## config.mk

```make
export PLATFORM = sky130hd
export DESIGN_NAME = cam_byte_sync
export DESIGN_NICKNAME = d
export VERILOG_FILES = /design/src/rtl/cam_byte_sync.sv
export SDC_FILE = /design/constraint.sdc
export NUM_CORES = 1
export LEC_CHECK = 0
export CAP_MARGIN = 20
export CORE_AREA = 2 2 72 102
export DETAILED_ROUTE_END_ITERATION = 12
export DIE_AREA = 0 0 74 104
export PLACE_DENSITY_LB_ADDON = 0.25
export SLEW_MARGIN = 30
export SYNTH_ARGS = -nofsm -noshare
export SYNTH_HDL_FRONTEND = slang
export SYNTH_SLANG_ARGS = --single-unit
export TNS_END_PERCENT = 5
```

## constraint.sdc

```tcl
create_clock -name pclk -period 4.18 [get_ports pclk]
set_input_delay 0.627 -clock pclk [delete_from_list [all_inputs] [get_ports pclk]]
set_output_delay 0.627 -clock pclk [all_outputs]
set_load 0.1 [all_outputs]
```

## src/rtl/cam_byte_sync.sv

```systemverilog
// cam_byte_sync: front-end for an OV7670-style camera running YUV422.
// Registers the raw camera bus, tracks frames and lines with a small FSM,
// and selects the luma byte of each byte pair for the line-capture stage.
//
// Ports
//   pclk         camera pixel clock, all logic on its rising edge
//   reset        asynchronous, active-low
//   cam_vsync    raw vsync, active-high pulse between frames
//   cam_href     raw href, high for 2*COLS byte cycles of a line
//   cam_data     raw camera byte
//   enable       capture enable
//   luma_phase   0: Y is first byte of each pair (YUYV), 1: second (UYVY)
//   vsync_out    registered vsync, forced low while idle
//   href_out     registered href, forced low while idle
//   pix_data     luma byte, valid when pix_valid=1 (holds otherwise)
//   pix_valid    one-cycle strobe per delivered pixel
//   frame_count  frames delivered since reset, wraps
//   line_err     one-cycle pulse on a malformed or aborted line
//   frame_err    one-cycle pulse when a frame's line count != ROWS
module cam_byte_sync #(
  parameter int COLS        = 320,
  parameter int ROWS        = 240,
  parameter int SKIP_FRAMES = 2,
  parameter int FCNT_W      = 16
) (
  input  logic              pclk,
  input  logic              reset,
  input  logic              cam_vsync,
  input  logic              cam_href,
  input  logic [7:0]        cam_data,
  input  logic              enable,
  input  logic              luma_phase,
  output logic              vsync_out,
  output logic              href_out,
  output logic [7:0]        pix_data,
  output logic              pix_valid,
  output logic [FCNT_W-1:0] frame_count,
  output logic              line_err,
  output logic              frame_err
);

  localparam logic [10:0] LINE_LEN = 11'(2 * COLS);
  localparam logic [8:0]  ROWS_L   = 9'(ROWS);
  localparam logic [9:0]  ROWS_W   = 10'(ROWS);
  localparam logic [7:0]  SKIP_L   = 8'(SKIP_FRAMES);

  typedef enum logic [1:0] {IDLE, SYNC, SKIP, FRAME} state_t;

  state_t              state_q, state_d;
  logic                s1_vsync_q, s1_vsync_d;
  logic                s1_href_q, s1_href_d;
  logic [7:0]          s1_data_q, s1_data_d;
  logic                vs_prev_q, vs_prev_d;
  logic                hr_prev_q, hr_prev_d;
  logic                byte_phase_q, byte_phase_d;
  logic                line_abort_q, line_abort_d;
  logic [10:0]         line_bytes_q, line_bytes_d;
  logic [8:0]          line_cnt_q, line_cnt_d;
  logic [7:0]          skip_cnt_q, skip_cnt_d;
  logic                vsync_out_q, vsync_out_d;
  logic                href_out_q, href_out_d;
  logic [7:0]          pix_data_q, pix_data_d;
  logic                pix_valid_q, pix_valid_d;
  logic [FCNT_W-1:0]   frame_count_q, frame_count_d;
  logic                line_err_q, line_err_d;
  logic                frame_err_q, frame_err_d;

  logic                vs_rise, href_fall, line_ok, pix_ok;
  logic [9:0]          lines_total;

  always_comb begin
    state_d       = state_q;
    skip_cnt_d    = skip_cnt_q;
    frame_count_d = frame_count_q;
    frame_err_d   = 1'b0;

    s1_vsync_d = cam_vsync;
    s1_href_d  = cam_href;
    s1_data_d  = cam_data;
    vs_prev_d  = s1_vsync_q;
    hr_prev_d  = s1_href_q;

    vs_rise   = s1_vsync_q & ~vs_prev_q;
    href_fall = hr_prev_q & ~s1_href_q;
    // A line that ends inside FRAME and was not cut by a vsync rise.
    line_ok   = href_fall & (state_q == FRAME) & ~line_abort_q;

    byte_phase_d = s1_href_q ? ~byte_phase_q : 1'b0;
    if (!s1_href_q)
      line_bytes_d = '0;
    else if (line_bytes_q == '1)
      line_bytes_d = line_bytes_q;
    else
      line_bytes_d = line_bytes_q + 11'd1;

    // Once vsync rises mid-line, the rest of that line is dead until href drops.
    line_abort_d = s1_href_q & (line_abort_q | vs_rise);

    // Frame check includes a line that ends on the same cycle vsync rises.
    lines_total = {1'b0, line_cnt_q} + {9'd0, line_ok};
    if (vs_rise)
      line_cnt_d = '0;
    else if (line_ok && line_cnt_q != '1)
      line_cnt_d = line_cnt_q + 9'd1;
    else
      line_cnt_d = line_cnt_q;

    pix_ok = (state_q == FRAME) & s1_href_q & ~line_abort_q &
             (byte_phase_q == luma_phase) & (line_bytes_q < LINE_LEN) &
             (line_cnt_q < ROWS_L);
    pix_valid_d = pix_ok;
    pix_data_d  = pix_ok ? s1_data_q : pix_data_q;

    vsync_out_d = (state_q != IDLE) & s1_vsync_q;
    href_out_d  = (state_q != IDLE) & s1_href_q;

    line_err_d = (line_ok & (line_cnt_q < ROWS_L) & (line_bytes_q != LINE_LEN)) |
                 (vs_rise & s1_href_q & (state_q != IDLE));

    case (state_q)
      IDLE: begin
        if (enable) begin
          state_d    = SYNC;
          skip_cnt_d = SKIP_L;
        end
      end
      SYNC: begin
        if (vs_rise) state_d = (skip_cnt_q != '0) ? SKIP : FRAME;
      end
      SKIP: begin
        if (!enable) begin
          state_d = IDLE;
        end else if (vs_rise) begin
          skip_cnt_d = skip_cnt_q - 8'd1;
          if (skip_cnt_q <= 8'd1) state_d = FRAME;
        end
      end
      FRAME: begin
        if (vs_rise) begin
          frame_count_d = frame_count_q + FCNT_W'(1);
          frame_err_d   = (lines_total != ROWS_W);
          state_d       = enable ? FRAME : IDLE;
        end
      end
      default: state_d = IDLE;
    endcase
  end

  always_ff @(posedge pclk or negedge reset) begin
    if (!reset) begin
      state_q       <= IDLE;
      s1_vsync_q    <= 1'b0;
      s1_href_q     <= 1'b0;
      s1_data_q     <= '0;
      vs_prev_q     <= 1'b0;
      hr_prev_q     <= 1'b0;
      byte_phase_q  <= 1'b0;
      line_abort_q  <= 1'b0;
      line_bytes_q  <= '0;
      line_cnt_q    <= '0;
      skip_cnt_q    <= '0;
      vsync_out_q   <= 1'b0;
      href_out_q    <= 1'b0;
      pix_data_q    <= '0;
      pix_valid_q   <= 1'b0;
      frame_count_q <= '0;
      line_err_q    <= 1'b0;
      frame_err_q   <= 1'b0;
    end else begin
      state_q       <= state_d;
      s1_vsync_q    <= s1_vsync_d;
      s1_href_q     <= s1_href_d;
      s1_data_q     <= s1_data_d;
      vs_prev_q     <= vs_prev_d;
      hr_prev_q     <= hr_prev_d;
      byte_phase_q  <= byte_phase_d;
      line_abort_q  <= line_abort_d;
      line_bytes_q  <= line_bytes_d;
      line_cnt_q    <= line_cnt_d;
      skip_cnt_q    <= skip_cnt_d;
      vsync_out_q   <= vsync_out_d;
      href_out_q    <= href_out_d;
      pix_data_q    <= pix_data_d;
      pix_valid_q   <= pix_valid_d;
      frame_count_q <= frame_count_d;
      line_err_q    <= line_err_d;
      frame_err_q   <= frame_err_d;
    end
  end

  assign vsync_out   = vsync_out_q;
  assign href_out    = href_out_q;
  assign pix_data    = pix_data_q;
  assign pix_valid   = pix_valid_q;
  assign frame_count = frame_count_q;
  assign line_err    = line_err_q;
  assign frame_err   = frame_err_q;

endmodule

```

==> out/metrics.cfg <==
[setup_path]
slowest_stage=clkdlybuf4s50_1
max_stage_delay_ns=1.17
cp-start-kind=flip-flop
cpLargestDelayFamily=buffers and inverters
crit_type=flip-flop to output pin
path_buf_inv=1
r2r_setup_slack_ns=1.80
endpoint_kind=output pin
crit_chain=clkdlybuf4s50_1
crit_required_ns=3.55
worst-endpoint-arrival_ns=1.96
worstPathMaxFanout=6

[synth]
synth_top_area_cell=dfrtp_1
synth_cell_types=46
syn_area_um2=3300
synth_edf_count=0
ys_warn_count=0
synth_top_area_frac=0.553
synth_seq_cells=73
ys_top_cells_by_count=dfrtp_1, nor2_1, xnor2_1
synth_fp_nets=317
netlist_instances=292
ys_seq_area_frac=0.553
async_flop_share=1.00
syn_avg_cell_area_um2=11.3
synth-main-ff-cell=dfrtp_1
ys_top_cells_by_area=dfrtp_1, xnor2_1, ha_1
yosysMostFrequentCell=dfrtp_1

[floorplanning]
dieArea_um2=7700
io-pin-count=43
initial_utilization=0.486
coreArea_um2=6800
rows=36
die_w_um=74
die_h_um=104

[sta]
max_freq_ghz=0.387
finalClockSkew_ns=0.0109
finalSetupTns_ns=0
worst_pin_slew_ns=0.991
slew_headroom=0.337
rsz0062_at_grt=no
fin_crit_ns=2.58
setup_viol=0
fin_crit_sh=0.618
slew_viol_final=0
hold_viol_final=0

[flow_run]
drv_cap=0

[worst_hold_path]
hp-class=input port to async pin

[global_routing]
grt_use_total=0.179
antenna_found_initial=0
grt_pass1_wl_mm=10.9
grt_max_degree=47
grt_pass1_vias=2376
overflow=0

[pwr]
internal_power_w=0.00126
p_seq_frac=0.409
power.switching_w=0.00101
power.density_nw_per_um2=571
cellLeakagePower_nw=1.72
ir_worst_vdd_v=0.000376
combPwrFrac=0.382
clock_power_share=0.210
switching_share=0.443

[cells_and_area]
area_delta_synth_final_pct=20.3
final_cell_count_no_fill=439
diodes=0
num-fill-cells=601
stdcell_area_um2=3980
layout-drive-gt1-share=0.0872
num-nets-final=364

[clock_network]
cts_sinks=73
cts_setup_buffers=0
path_clk_slew_ns=0.08
clock_path_buffers=2
cts_tree=done
hold_buffers=0
cts_root_buf=clkbuf_8
h-tree-depth=3
cts.repair.resized=0
clk-insertion-delay-late_ns=0.34
cts_buffers=9

[detailed_routing]
antenna_left=0
drt_iter0_drc=127
vias_per_cell=5.40
vias=2370
drc=0
wire_per_inst_um=14.1
drt-pass1-iter-count=4
routed_wl_mm=6.17

[placement]
dp_hpwl_mm=4.46
portBuffers=42
gp_congestion=0.838
placed_cell_area_um2=3800
dp.cells=423

[outcome]
status=complete, no violations

-- power groups by stage --
stage	sequential [W]	combinational, W	clock (W)
6_report	0.000928	0.000866	0.000476
5_1_grt	0.000945	0.000917	0.000524
4_1_cts	0.000928	0.000873	0.000491
3_5_place_dp	0.000941	0.000872	0
3_3_place_gp	0.000932	0.000861	0
2_1_floorplan	0.00134	0.000263	0
-- per-layer routing --
| metal | GRT usage | vias to the layer above | wire length (um) |
|---|---|---|---|
| met5 | 0 | - | 0 |
| met4 | 0.0662 | 0 | 121 |
| met3 | 0.0436 | 11 | 177 |
| met2 | 0.299 | 43 | 3260 |
| met1 | 0.220 | 1170 | 2610 |
| li1 | - | 1146 | - |
-- cells in the final DEF (no fill, tap or decap), drive strengths merged, types with 4 or more instances in the layout --
cell           Yosys  routed
mux2               8       8
mux2i              6       6
xor2               8       8
nor3               9       9
xnor2             18      18
a21oi             12      12
o31ai              5       5
o21ai              7       7
nand2             16      16
nand4              8       8
inv                8       8
or3                4       4
nand3             13      13
ha                11      11
nand2b             7       7
dfrtp             73      73
clkinv             1       4
nor2              24      24
clkbuf             3      10
nor4               5       5
and3               6       6
clkdlybuf4s50      0      41
-- worst paths after layout --
kind	startpoint	endpoint	depth (start not counted)
max reg2reg	line_cnt_q[0]	line_cnt_q[5]	6
min	reset	skip_cnt_q[3]	1
min reg2reg	byte_phase_q	byte_phase_q	1
max in group asynchronous	reset	hr_prev_q	2
min in group pclk	byte_phase_q	byte_phase_q	1
max	frame_count[2]	frame_count[2]	1
-- state kept, by name, indices dropped and copies added, names as in the netlist, 2 cells and up --
| signal | flops |
|---|---|
| s1_data_q | 8 |
| line_bytes_q | 11 |
| state_q | 2 |
| pix_data | 8 |
| line_cnt_q | 9 |
| skip_cnt_q | 8 |
| frame_count | 16 |
-- logic make-up after synthesis --
logic type | Yosys count | synth area share
and+or+nand+nor | 110 | 0.184
DFF | 73 | 0.553
AOI/OAI and AO/OA | 41 | 0.0810
xor gates and xnor gates | 26 | 0.0689
buffers and inverters | 17 | 0.0265
muxes | 14 | 0.0454
adders and majority gates | 11 | 0.0417
-- area by class of cell --
type | count | area, um2 | share of cell area
Clock inverter | 6 | 45.0 | 0.0113
Tap cell | 95 | 119 | 0.0299
Timing Repair Buffer | 44 | 433 | 0.109
Inverter | 9 | 33.8 | 0.00850
Sequential cell | 73 | 1830 | 0.460
Multi-Input combinational cell | 202 | 1390 | 0.350
Clock buffer | 10 | 128 | 0.0321
-- stage by stage --
stage | power (W) | utilization | worst slack [ns] | hold slack, ns
2_1_floorplan | 0.00160 | - | 1.98 | 0.331
3_3_place_gp | 0.00179 | 0.559 | 1.68 | 0.424
3_5_place_dp | 0.00181 | 0.559 | 1.63 | 0.444
4_1_cts | 0.00229 | 0.584 | 1.57 | 0.289
5_1_grt | 0.00239 | 0.584 | 1.52 | 0.315
6_report | 0.00227 | 0.584 | 1.60 | 0.277
-- worst register-to-register path, stage by stage, from the launching register on --
cell and delay, ns:
dfrtp_1 0.44, ha_1 0.26, and4_1 0.19, ha_1 0.21, or3_1 0.53, or4_1 0.52, a21oi_1 0.16
Note: power is estimated with default switching activity, not from simulation.
